**src/rtl/mcu_link_pkg.sv**
```systemverilog
// Shared definitions for the companion-MCU link.
//
// Holds the command byte values that the downstream OSD logic decodes, and
// the default reply byte that the SPI target returns during the first byte
// of every frame. The MCU uses that reply to confirm it is talking to us.
package mcu_link_pkg;

  localparam logic [7:0] CMD_OSD_ENABLE   = 8'd1;
  localparam logic [7:0] CMD_OSD_WRITE    = 8'd2;

  localparam logic [7:0] FRAME_ID_DEFAULT = 8'h5C;

endpackage

```
**src/rtl/sync_edge.sv**
```systemverilog
// Multi-flop synchronizer with registered edge detection.
//
// Brings an asynchronous input into the clk domain. It then adds one extra
// register that serves two purposes: it is the level seen by the rest of
// the design, and it is the reference for edge detection. rise/fall are
// registered one-cycle pulses. They are time-aligned with `level`, so in
// a rise cycle `level` is already 1.
//
// Ports:
//   clk       system clock
//   reset     synchronous, active-high; chain and level load RESET_VAL
//   async_in  raw asynchronous input
//   level     synchronized level (the delayed register)
//   rise      one-cycle pulse on a synchronized 0->1 transition
//   fall      one-cycle pulse on a synchronized 1->0 transition
module sync_edge #(
  parameter int   SYNC_STAGES = 2,
  parameter logic RESET_VAL   = 1'b0
) (
  input  logic clk,
  input  logic reset,
  input  logic async_in,
  output logic level,
  output logic rise,
  output logic fall
);

  logic [SYNC_STAGES-1:0] chain;

  always_ff @(posedge clk) begin
    if (reset) begin
      chain <= {SYNC_STAGES{RESET_VAL}};
      level <= RESET_VAL;
      rise  <= 1'b0;
      fall  <= 1'b0;
    end else begin
      chain <= {chain[SYNC_STAGES-2:0], async_in};
      level <= chain[SYNC_STAGES-1];
      // Compare the newest synchronized sample against the delayed one.
      // The result lands in the same cycle that `level` takes the new value.
      rise  <= chain[SYNC_STAGES-1] & ~level;
      fall  <= ~chain[SYNC_STAGES-1] & level;
    end
  end

endmodule

```
**src/rtl/mcu_spi_target.sv**
```systemverilog
// SPI mode-0 target (CPOL=0, CPHA=0) for the companion-MCU link.
//
// All SPI lines are oversampled in the clk domain. MOSI bytes are assembled
// MSB first. Each complete byte is reported with a one-cycle strobe, and a
// start flag marks the first byte after chip select falls. A reply byte is
// shifted out on MISO at the same time as each byte is received. The first
// byte of every frame replies with FRAME_ID. Each later byte replies with
// whatever reply_in held during the previous strobe.
//
// Ports:
//   clk              system clock, at least 4x spi_sck
//   reset            synchronous, active-high
//   spi_csn          chip select from MCU, active low, asynchronous
//   spi_sck          SPI clock from MCU, asynchronous
//   spi_mosi         data from MCU, asynchronous
//   spi_miso         data to MCU (external tri-state enabled by !spi_csn)
//   reply_in         reply byte for the next slot, sampled during the strobe
//   data_out_strobe  one-cycle pulse per complete received byte
//   data_out_start   high with the strobe on the first byte of a frame
//   data_out         received byte, held until the next strobe
module mcu_spi_target
  import mcu_link_pkg::*;
#(
  parameter int         SYNC_STAGES = 2,
  parameter logic [7:0] FRAME_ID    = FRAME_ID_DEFAULT
) (
  input  logic       clk,
  input  logic       reset,
  input  logic       spi_csn,
  input  logic       spi_sck,
  input  logic       spi_mosi,
  output logic       spi_miso,
  input  logic [7:0] reply_in,
  output logic       data_out_strobe,
  output logic       data_out_start,
  output logic [7:0] data_out
);

  logic       cs_d, cs_fall, cs_rise_unused;
  logic       sck_d, sck_rise, sck_fall;
  logic       mosi_sync, mosi_rise_unused, mosi_fall_unused;
  logic [2:0] bit_cnt;
  logic       first;
  logic [7:0] rx_shift;
  logic [7:0] tx_shift;

  // Chip select idles high, so its synchronizer resets to 1. A reset
  // therefore never looks like the start of a frame.
  sync_edge #(.SYNC_STAGES(SYNC_STAGES), .RESET_VAL(1'b1)) u_sync_csn (
    .clk      (clk),
    .reset    (reset),
    .async_in (spi_csn),
    .level    (cs_d),
    .rise     (cs_rise_unused),
    .fall     (cs_fall)
  );

  sync_edge #(.SYNC_STAGES(SYNC_STAGES), .RESET_VAL(1'b0)) u_sync_sck (
    .clk      (clk),
    .reset    (reset),
    .async_in (spi_sck),
    .level    (sck_d),
    .rise     (sck_rise),
    .fall     (sck_fall)
  );

  // MOSI is only sampled as a level on SCK rising edges.
  sync_edge #(.SYNC_STAGES(SYNC_STAGES), .RESET_VAL(1'b0)) u_sync_mosi (
    .clk      (clk),
    .reset    (reset),
    .async_in (spi_mosi),
    .level    (mosi_sync),
    .rise     (mosi_rise_unused),
    .fall     (mosi_fall_unused)
  );

  always_ff @(posedge clk) begin
    if (reset) begin
      bit_cnt         <= 3'd0;
      first           <= 1'b1;
      tx_shift        <= FRAME_ID;
      rx_shift        <= 8'h00;
      data_out        <= 8'h00;
      data_out_strobe <= 1'b0;
      data_out_start  <= 1'b0;
    end else begin
      data_out_strobe <= 1'b0;
      data_out_start  <= 1'b0;
      // A deselected link (including the cycle CS rises) takes priority over
      // any SCK edge. This drops a partial byte and re-arms the next frame.
      if (cs_d) begin
        bit_cnt  <= 3'd0;
        first    <= 1'b1;
        tx_shift <= FRAME_ID;
      end else if (cs_fall) begin
        bit_cnt  <= 3'd0;
        tx_shift <= FRAME_ID;
      end else begin
        if (sck_rise) begin
          rx_shift <= {rx_shift[6:0], mosi_sync};
          bit_cnt  <= bit_cnt + 3'd1;
          if (bit_cnt == 3'd7) begin
            data_out        <= {rx_shift[6:0], mosi_sync};
            data_out_strobe <= 1'b1;
            data_out_start  <= first;
            first           <= 1'b0;
          end
        end
        // The falling edge after the 8th rising edge (counter back at 0)
        // must not shift. By then the next reply byte has been loaded, and
        // its MSB has to stay on MISO until the next byte's first rise.
        if (data_out_strobe) begin
          tx_shift <= reply_in;
        end else if (sck_fall && bit_cnt != 3'd0) begin
          tx_shift <= {tx_shift[6:0], 1'b0};
        end
      end
    end
  end

  assign spi_miso = cs_d ? 1'b0 : tx_shift[7];

endmodule

```
**config.mk**
```make
export PLATFORM = sky130hd
export DESIGN_NAME = mcu_spi_target
export DESIGN_NICKNAME = d
export VERILOG_FILES = /design/src/rtl/mcu_link_pkg.sv /design/src/rtl/sync_edge.sv /design/src/rtl/mcu_spi_target.sv
export SDC_FILE = /design/constraint.sdc
export NUM_CORES = 1
export LEC_CHECK = 0
export CELL_PAD_IN_SITES_DETAIL_PLACEMENT = 1
export CELL_PAD_IN_SITES_GLOBAL_PLACEMENT = 1
export CORE_ASPECT_RATIO = 1.25
export CORE_MARGIN = 8
export CORE_UTILIZATION = 42
export DETAILED_ROUTE_END_ITERATION = 7
export PLACE_DENSITY = 0.92
export SETUP_SLACK_MARGIN = 0.4
export SLEW_MARGIN = 20
export SYNTH_ARGS = -nofsm -noshare
export SYNTH_HDL_FRONTEND = slang
export SYNTH_SLANG_ARGS = --single-unit
```
**constraint.sdc**
```tcl
create_clock -name clk -period 2.31 [get_ports clk]
set_clock_uncertainty 0.05 [all_clocks]
set_input_delay 0.693 -clock clk [delete_from_list [all_inputs] [get_ports clk]]
set_output_delay 0.693 -clock clk [all_outputs]
set_load 0.03 [all_outputs]
```
# [Word level (Yosys, flattened, before mapping)]
# Cells that the tools add are included.
[word_totals] out_inout_bits=11 reg_bits=41 inputBits=13
[op_classes] n_eq_ne=1 n_mux=4 n_reduce_logical=10 add_sub_neg=1 n_bitwise=10
[op_table] cell="$mux W8" count=2
[op_table] cell="$not A1 Y1" count=7
[op_table] cell="$reduce_and A3 Y1" count=2
[op_table] cell="$reduce_or A5 Y1" count=1
[op_table] cell="$reduce_and A4 Y1" count=1
[op_table] cell="$reduce_or A4 Y1" count=1
[op_table] cell="$add A3 B1 Y3 const B" count=1
[op_table] cell="$and A1 B1 Y1" count=3
[op_table] cell="$eq A3 B3 Y1 const B" count=1
[op_table] cell="$reduce_bool A3 Y1" count=1
[op_table] cell="$reduce_or A3 Y1" count=1
[op_table] cell="$mux W1" count=2
[op_table] cell="$reduce_bool A2 Y1" count=1
[op_table] cell="$reduce_or A2 Y1" count=1
[op_table] cell="$logic_and A1 B1 Y1" count=1

# [Longest topological paths before layout]
# Gate-level depths: netlist of run 1.
[logic_depth] ltp_word=4 mapped_depth=6 depth_no_buf=5

# [Cells and area by module]
# A second synthesis of run 1 with hierarchy kept.
[hier_totals] cells_unflattened=163 hier_area_um2=1594.0
[modules_own_cells] mod="mcu_spi_target" instances=1 cells_per_inst=133 area_each_um2=1192.4
[modules_own_cells] mod="sync_edge" instances=3 cells_per_inst=10 area_each_um2=133.9

# [Worst setup path before layout of run 1]
# OpenSTA, ideal clock, no wires.
[synth_timing] path_type="input port to flip-flop" start="in reset" end="reg tx_shift[2]" path_stages=2 slack_ps=683 required_time_ps=2138 t_arrival_ps=1455 cell_sequence="or4_4 -> o32a_1"
[synth_via] elab_chain_len=1
[synth_lines] element="start: declaration" line="mcu_spi_target.sv:28" source="input logic reset,"
[synth_lines] element="$reduce_or A3 Y1 (no source line)"
[synth_lines] element="end signal: assignment" line="mcu_spi_target.sv:113" source="tx_shift <= reply_in;"
[synth_lines] element="end signal: assignment" line="mcu_spi_target.sv:115" source="tx_shift <= {tx_shift[6:0], 1'b0};"
[synth_lines] element="end: declaration" line="mcu_spi_target.sv:45" source="logic [7:0] tx_shift;"
# No other way between the ends.
# A chain may end at the register's enable or synchronous reset.

# [Worst setup path in the final report of run 1]
[layout_timing] start="reg data_out[1]" end="out data_out[1]"
[layout_lines] element="start: declaration" line="mcu_spi_target.sv:36" source="output logic [7:0] data_out"
[layout_lines] element="start signal: assignment" line="mcu_spi_target.sv:103" source="data_out <= {rx_shift[6:0], mosi_sync};"
# No word-level cell between the ends.

==> out/metrics.yaml, run 1 <==
diodes: 0
synth_area_um2: 1510
tns_ns: 0
cts_buffers: 5
synth_cells: 158
critPathMaxStageDelay_ns: 0.41
hold_path_depth: 1
crit_cells: 1
r2r_cells: 5
post_cts_buffers: 0
portBuffers: 23
outcome: "complete, no violations"
drt-initial-drc-count: 35
start_kind: "register"
synth_compound_area_share_pct: 11.3
clock-root-buffer: "clkbuf_8"
cts_sinks: 41
clock_latency_ns: 0.29
synth-simple-area-share_pct: 21.5
fp-row-count: 24
antenna_found_initial: 0
drc: 0
min_from: "u_sync_sck.chain[1]$_SDFF_PP0_"
synthAdderAreaFrac_pct: 2.49
path_buf_inv: 1
cp_max_fo: 2
final_cell_mix: "dfxtp_1 (41), nand2_1 (17), nor2_1 (16)"
yosysWarnings: 0
yosysSeqAreaShare_pct: 54.3
fin_ws_ns: 0.534
cp_top_family: "buffers and inverters"
synth_fp_nets: 174
layout_commonest_cell: "dfxtp_1"
coreArea_um2: 3450
hold_class: "reg2reg"
clock_path_buffers: 2
antenna_left: 0
ios: 24
clk_pin_slew_worst_paths_ns: 0.08
cts_tree: "yes"
place_ws_ns: 0.110
max_cap_viol_count: 0
min_period_ns: 1.78
crit_start: "data_out[1]$_SDFFE_PP0P_"
powerDensity_nw_per_um2: 659
htreeDepth: 2
synth_top_family_by_area: "simple AND/OR/NAND/NOR gates"
critPathCaptureType: "output port"
final_nets: 197
ys.flop_type: "dfxtp_1"
dr.pass1.iters: 4
hold_viol: 0
leakage_nw: 0.711
r2r-start: "bit_cnt[0]$_SDFFE_PP0P_"
grt_pass1_vias: 1249
path_cells: "dlygate4sd2_1"
wl_per_cell_um: 16.0
grt_pass1_wl_um: 5860
hold-worst-slack_ns: 0.364
viasPerCell: 5.30
setup_violations: 0
syn_to_final_growth_pct: 21.8
synthDistinctLibCells: 34
cpMaxStageDelayCell: "dlygate4sd2_1"
peakVddDrop_mv: 0.488
rsz0062_at_grt: "false"
worst_slew_pin_slew_ns: 0.463
vias: 1172
arrival_ns: 1.03
synth_edf_count: 0
die_area_um2: 5780
grtUsageTotal_pct: 12.1
place_hpwl_um: 2580
syn_area_per_cell_um2: 9.56
holdBufCountCts: 0
worst-setup-path-type: "reg2out"
drt-total-wl_um: 3530
cp_data_required_time_ns: 1.57
die_h_um: 83.0
grt_overflow: 0
grt_max_degree: 28
yosys_register_bits: 41
maxSlewHeadroom_pct: 69.0
synth-async-reset-ratio_pct: 0
muxShareOfSynthArea_pct: 5.97
layout-drive-gt1-share_pct: 12.1
routabilityCongestion: 0.807
fmax_ghz: 0.563
maxSlewViolCount: 0
die_x_um: 69.6
fin_crit_sh_pct: 76.9
synth_xor_xnor_area_share_pct: 0.580
initial_core_util_pct: 43.7
-- flip-flops by register name, summed over array words and instances, names as in the netlist --
| signal | count |
|---|---|
| data_out_strobe | 1 |
| rx_shift | 7 |
| data_out | 8 |
| u_sync_sck.chain | 2 |
| u_sync_mosi.chain | 2 |
| u_sync_csn.level | 1 |
| u_sync_sck.rise | 1 |
| u_sync_sck.level | 1 |
| data_out_start | 1 |
| u_sync_csn.chain | 2 |
| u_sync_sck.fall | 1 |
| u_sync_mosi.level | 1 |
| first | 1 |
| u_sync_csn.fall | 1 |
| bit_cnt | 3 |
| tx_shift | 8 |
-- through the flow --
| step | cell area, um^2 | std cells | util (%) | total power [mW] |
|---|---|---|---|---|
| detailed placement | 1770 | 213 | 51.3 | 0.777 |
| CTS | 1850 | 221 | 53.4 | 1.23 |
| finish | 1840 | 221 | 53.3 | 1.21 |
| global placement | 1770 | 213 | 51.3 | 0.775 |
| floorplan | 1510 | 158 | - | 0.750 |
| global route | 1840 | 221 | 53.3 | 1.27 |
-- final cells by class --
type / count / area, um^2
fill: 391 / 1610
tap: 39 / 48.8
inverter: 5 / 18.8
clock inverter: 3 / 17.5
sequential: 41 / 821
multi-input combinational: 102 / 631
timing repair buffer: 26 / 234
clock buffer: 5 / 68.8
-- cells by family after synthesis --
kind of cell | count (synthesis)
mux | 9
simple gates | 62
buf+inv | 15
compound gates | 27
fa+ha+maj | 3
flops | 41
xor+xnor | 1
-- cell usage after synthesis (all sizes together), types with 2 or more instances --
master,count,area share (%)
a31oi,2,0.83
a311oi,3,1.7
nor4,2,0.83
or3,2,0.91
o21ai,5,1.7
nor2b,8,3.3
mux2i,9,6.0
clkbuf,9,2.3
or2,4,1.7
ha,3,2.5
nand2,17,4.2
dfxtp,41,54
a21boi,2,0.99
inv,4,0.99
o32a,2,1.4
and3,2,0.83
nor3b,2,0.99
a21oi,11,3.6
nand3,3,0.99
nor2,16,4.0
-- metal layers --
metal / vias to the layer above / wire length, um / GRT usage (%)
met5: - / 0 / 0
met4: 0 / 57 / 4.95
met1: 566 / 1500 / 12.2
li1: 578 / - / -
met3: 6 / 142 / 4.05
met2: 22 / 1830 / 22.0
-- power breakdown --
part | switching, mW | internal [mW] | total (mW)
logic | 0.0157 | 0.0263 | 0.0421
clock network | 0.243 | 0.208 | 0.452
registers | 0.00416 | 0.714 | 0.718
-- path summary, 6_finish.rpt --
path,end,slack (ns)
min reg2reg,u_sync_sck.fall$_SDFF_PP0_,0.36
max reg2reg,tx_shift[6]$_SDFFE_PP1P_,0.70
min,u_sync_sck.fall$_SDFF_PP0_,0.36
max,data_out[1],0.53
-- what timing repair did --
item                       in CTS  in global routing
resized for setup              12                  4
setup endpoints to repair      11                  3
pin swaps                       0                  0
Note: power is estimated with default switching activity, not from simulation.
==> run 2, diff against run 1 <==
--- a/config.mk
+++ b/config.mk
@@ -9,9 +9,9 @@
 export CELL_PAD_IN_SITES_GLOBAL_PLACEMENT = 1
 export CORE_ASPECT_RATIO = 1.25
 export CORE_MARGIN = 8
-export CORE_UTILIZATION = 42
+export CORE_UTILIZATION = 39
 export DETAILED_ROUTE_END_ITERATION = 7
-export PLACE_DENSITY = 0.92
+export PLACE_DENSITY = 0.87
 export SETUP_SLACK_MARGIN = 0.4
 export SLEW_MARGIN = 20
 export SYNTH_ARGS = -nofsm -noshare
==> constraint.sdc (replaced) <==
create_clock -name clk -period 1.8 [get_ports clk]
set_clock_uncertainty 0.05 [all_clocks]
set_input_delay 0.54 -clock clk [delete_from_list [all_inputs] [get_ports clk]]
set_output_delay 0.54 -clock clk [all_outputs]
set_load 0.03 [all_outputs]
==> run 2 against run 1 <==
Net effect: first-iteration DRC count is the same; sequential share of layout area down 4.2 points; critical path type unchanged; sequential power increased by 28%; global-route usage grew 0.51 points; routed wire length up 13%; highest routed layer unchanged.
==> out/metrics.yaml, run 2 (same netlist as run 1, synthesis figures left out) <==
grt_pass1_wl_um: 6000  # was 5860 um
clock_latency_ns: 0.30  # was 0.29 ns
die_x_um: 71.7  # was 69.6 um
hold_viol: 0  # unchanged
syn_to_final_growth_pct: 37.8  # was 21.8%
fmax_ghz: 0.626
setup_violations: 0  # unchanged
reg2reg_slack_ns: 0.23  # was 0.70 ns
fin_ws_ns: 0.203  # was 0.534 ns
ios: 24  # unchanged
cp_data_required_time_ns: 1.21  # was 1.57 ns
clock-root-buffer: "clkbuf_8"  # unchanged
leakage_nw: 0.729  # was 0.711 nW
die_h_um: 85.6  # was 83.0 um
largestRegisters: "data_out (8), tx_shift (8), rx_shift (7)"  # unchanged
peakVddDrop_mv: 0.609  # was 0.488 mV
drc: 0  # unchanged
antenna_left: 0  # unchanged
min_period_ns: 1.60
place_ws_ns: -0.166  # was 0.110 ns
vias: 1226  # was 1172
fin_crit_sh_pct: 88.7
critPathCaptureType: "output port"  # unchanged
grt_max_degree: 28  # unchanged
powerDensity_nw_per_um2: 766  # was 659 nW/um^2
antenna_found_initial: 0  # unchanged
layout_commonest_cell: "dfxtp_1"  # unchanged
die_area_um2: 6130  # was 5780 um^2
viasPerCell: 5.40  # was 5.30
r2r_end: "tx_shift[6]$_SDFFE_PP1P_"  # unchanged
cts_buffers: 5  # unchanged
grtUsageTotal_pct: 12.6  # was 12.1%
r2r-start: "u_sync_csn.level$_SDFF_PP1_"  # was bit_cnt[0]$_SDFFE_PP0P_
start_kind: "register"  # unchanged
portBuffers: 23  # unchanged
dr.pass1.iters: 4  # unchanged
min_to: "u_sync_sck.rise$_SDFF_PP0_"  # was u_sync_sck.fall$_SDFF_PP0_
htreeDepth: 2  # unchanged
r2r_cells: 3  # was 5
final_cell_mix: "dfxtp_1 (28), nand2_1 (17), nor2_1 (16)"  # was dfxtp_1 (41), nand2_1 (17), nor2_1 (16)
layout-drive-gt1-share_pct: 33.7  # was 12.1%
drt-total-wl_um: 3980  # was 3530 um
outcome: "complete, no violations"  # unchanged
max_cap_viol_count: 0  # unchanged
rsz0062_at_grt: "true"  # was false
utilization_pct: 55.4  # was 53.3%
diodes: 0  # unchanged
hold_class: "reg2reg"  # unchanged
cts_sinks: 41  # unchanged
arrival_ns: 1.01  # was 1.03 ns
final_nets: 202  # was 197
maxSlewHeadroom_pct: 78.4  # was 69.0%
hold_path_depth: 1  # unchanged
min_from: "u_sync_sck.level$_SDFF_PP0_"  # was u_sync_sck.chain[1]$_SDFF_PP0_
initial_core_util_pct: 40.2  # was 43.7%
wl_per_cell_um: 17.5  # was 16.0 um
worst_slew_pin_slew_ns: 0.321  # was 0.463 ns
routabilityCongestion: 0.793  # was 0.807
fp-row-count: 25  # was 24
cts_tree: "yes"  # unchanged
clk_pin_slew_worst_paths_ns: 0.08  # about the same
cp_max_fo: 2  # unchanged
place_hpwl_um: 2540  # was 2580 um
grt_pass1_vias: 1235  # was 1249
maxSlewViolCount: 0  # unchanged
grt_overflow: 0  # unchanged
drt-initial-drc-count: 35  # unchanged
coreArea_um2: 3750  # was 3450 um^2
worst-setup-path-type: "reg2out"  # unchanged
clock_path_buffers: 2  # unchanged
==> run 2: cell types whose count changed in the layout (fill, tap and decap cells not counted), moves of 3 or more <==
cell	change
buf_4	+4
dlygate4sd2_1	-8
dfxtp_1	-13
ha_1	-3
buf_6	+11
a311oi_2	+3
a311oi_1	-3
dfxtp_2	+11
==> run 2: repair_timing <==
| action | CTS | global route |
|---|---|---|
| gates resized for setup | 77 | 33 |
| hold buffers | 0 | 0 |
| gates cloned | 0 | 1 |
| buffers inserted | 1 | 2 |
| pin swaps | 0 | 3 |
| setup endpoints to repair | 36 | 32 |
==> run 2: cell type report <==
cell class / instances / area, um^2
clock buffer: 6 / 72.6
clock inverter: 2 / 15.0
fill: 413 / 1670
inverter: 5 / 20.0
multi-input combinational: 103 / 786
sequential: 41 / 842
tap: 40 / 50.0
timing repair buffer: 30 / 295
==> run 2: how the worst max path moves through the flow <==
stage,from,endpoint,depth (start not counted)
5_1_grt,u_sync_csn.level$_SDFF_PP1_,spi_miso,2
3_5_place_dp,reset,tx_shift[1]$_SDFFE_PP0P_,3
3_3_place_gp,reset,tx_shift[6]$_SDFFE_PP1P_,3
6_report,u_sync_csn.level$_SDFF_PP1_,spi_miso,2
4_1_cts,u_sync_csn.level$_SDFF_PP1_,spi_miso,2
2_1_floorplan,reset,tx_shift[6]$_SDFFE_PP1P_,2
==> run 2: through the flow <==
stage	instances	hold slack (ns)	total power, mW	TNS, ns	area, um^2
floorplan	158	0.333	0.963	0	1540
global placement	215	0.342	0.996	-0.509	1790
detailed placement	215	0.354	0.998	-1.09	1790
CTS	224	0.373	1.59	0	1950
global route	227	0.384	1.64	0	2080
finish	227	0.356	1.59	0	2080
==> run 2: routing by layer <==
metal  track usage, %  up-vias  wire length (um)
li1                 -      590                 -
met1             12.2      602              1550
met2             23.0       26              2160
met3             4.55        8               193
met4             5.96        0                69
met5                0        -                 0
==> run 2: power breakdown <==
part	leakage (nW)	internal [mW]	switching [mW]	total [mW]
clock	0.0374	0.273	0.340	0.613
sequential	0.339	0.913	0.00732	0.920
combinational	0.353	0.0373	0.0234	0.0607
total	0.729	1.22	0.370	1.59
==> run 2: worst max-delay path: stages, from the launching register on <==
cell	delay (ns)
dfxtp_4	0.36
and2b_2	0.21
buf_6	0.13
==> run 3, diff against run 2 <==
--- a/config.mk
+++ b/config.mk
@@ -13,7 +13,6 @@
 export DETAILED_ROUTE_END_ITERATION = 7
 export PLACE_DENSITY = 0.87
 export SETUP_SLACK_MARGIN = 0.4
-export SLEW_MARGIN = 20
 export SYNTH_ARGS = -nofsm -noshare
 export SYNTH_HDL_FRONTEND = slang
 export SYNTH_SLANG_ARGS = --single-unit
==> results of run 3 <==
Same layout as run 2: the final DEF is identical, and so are final timing and power.
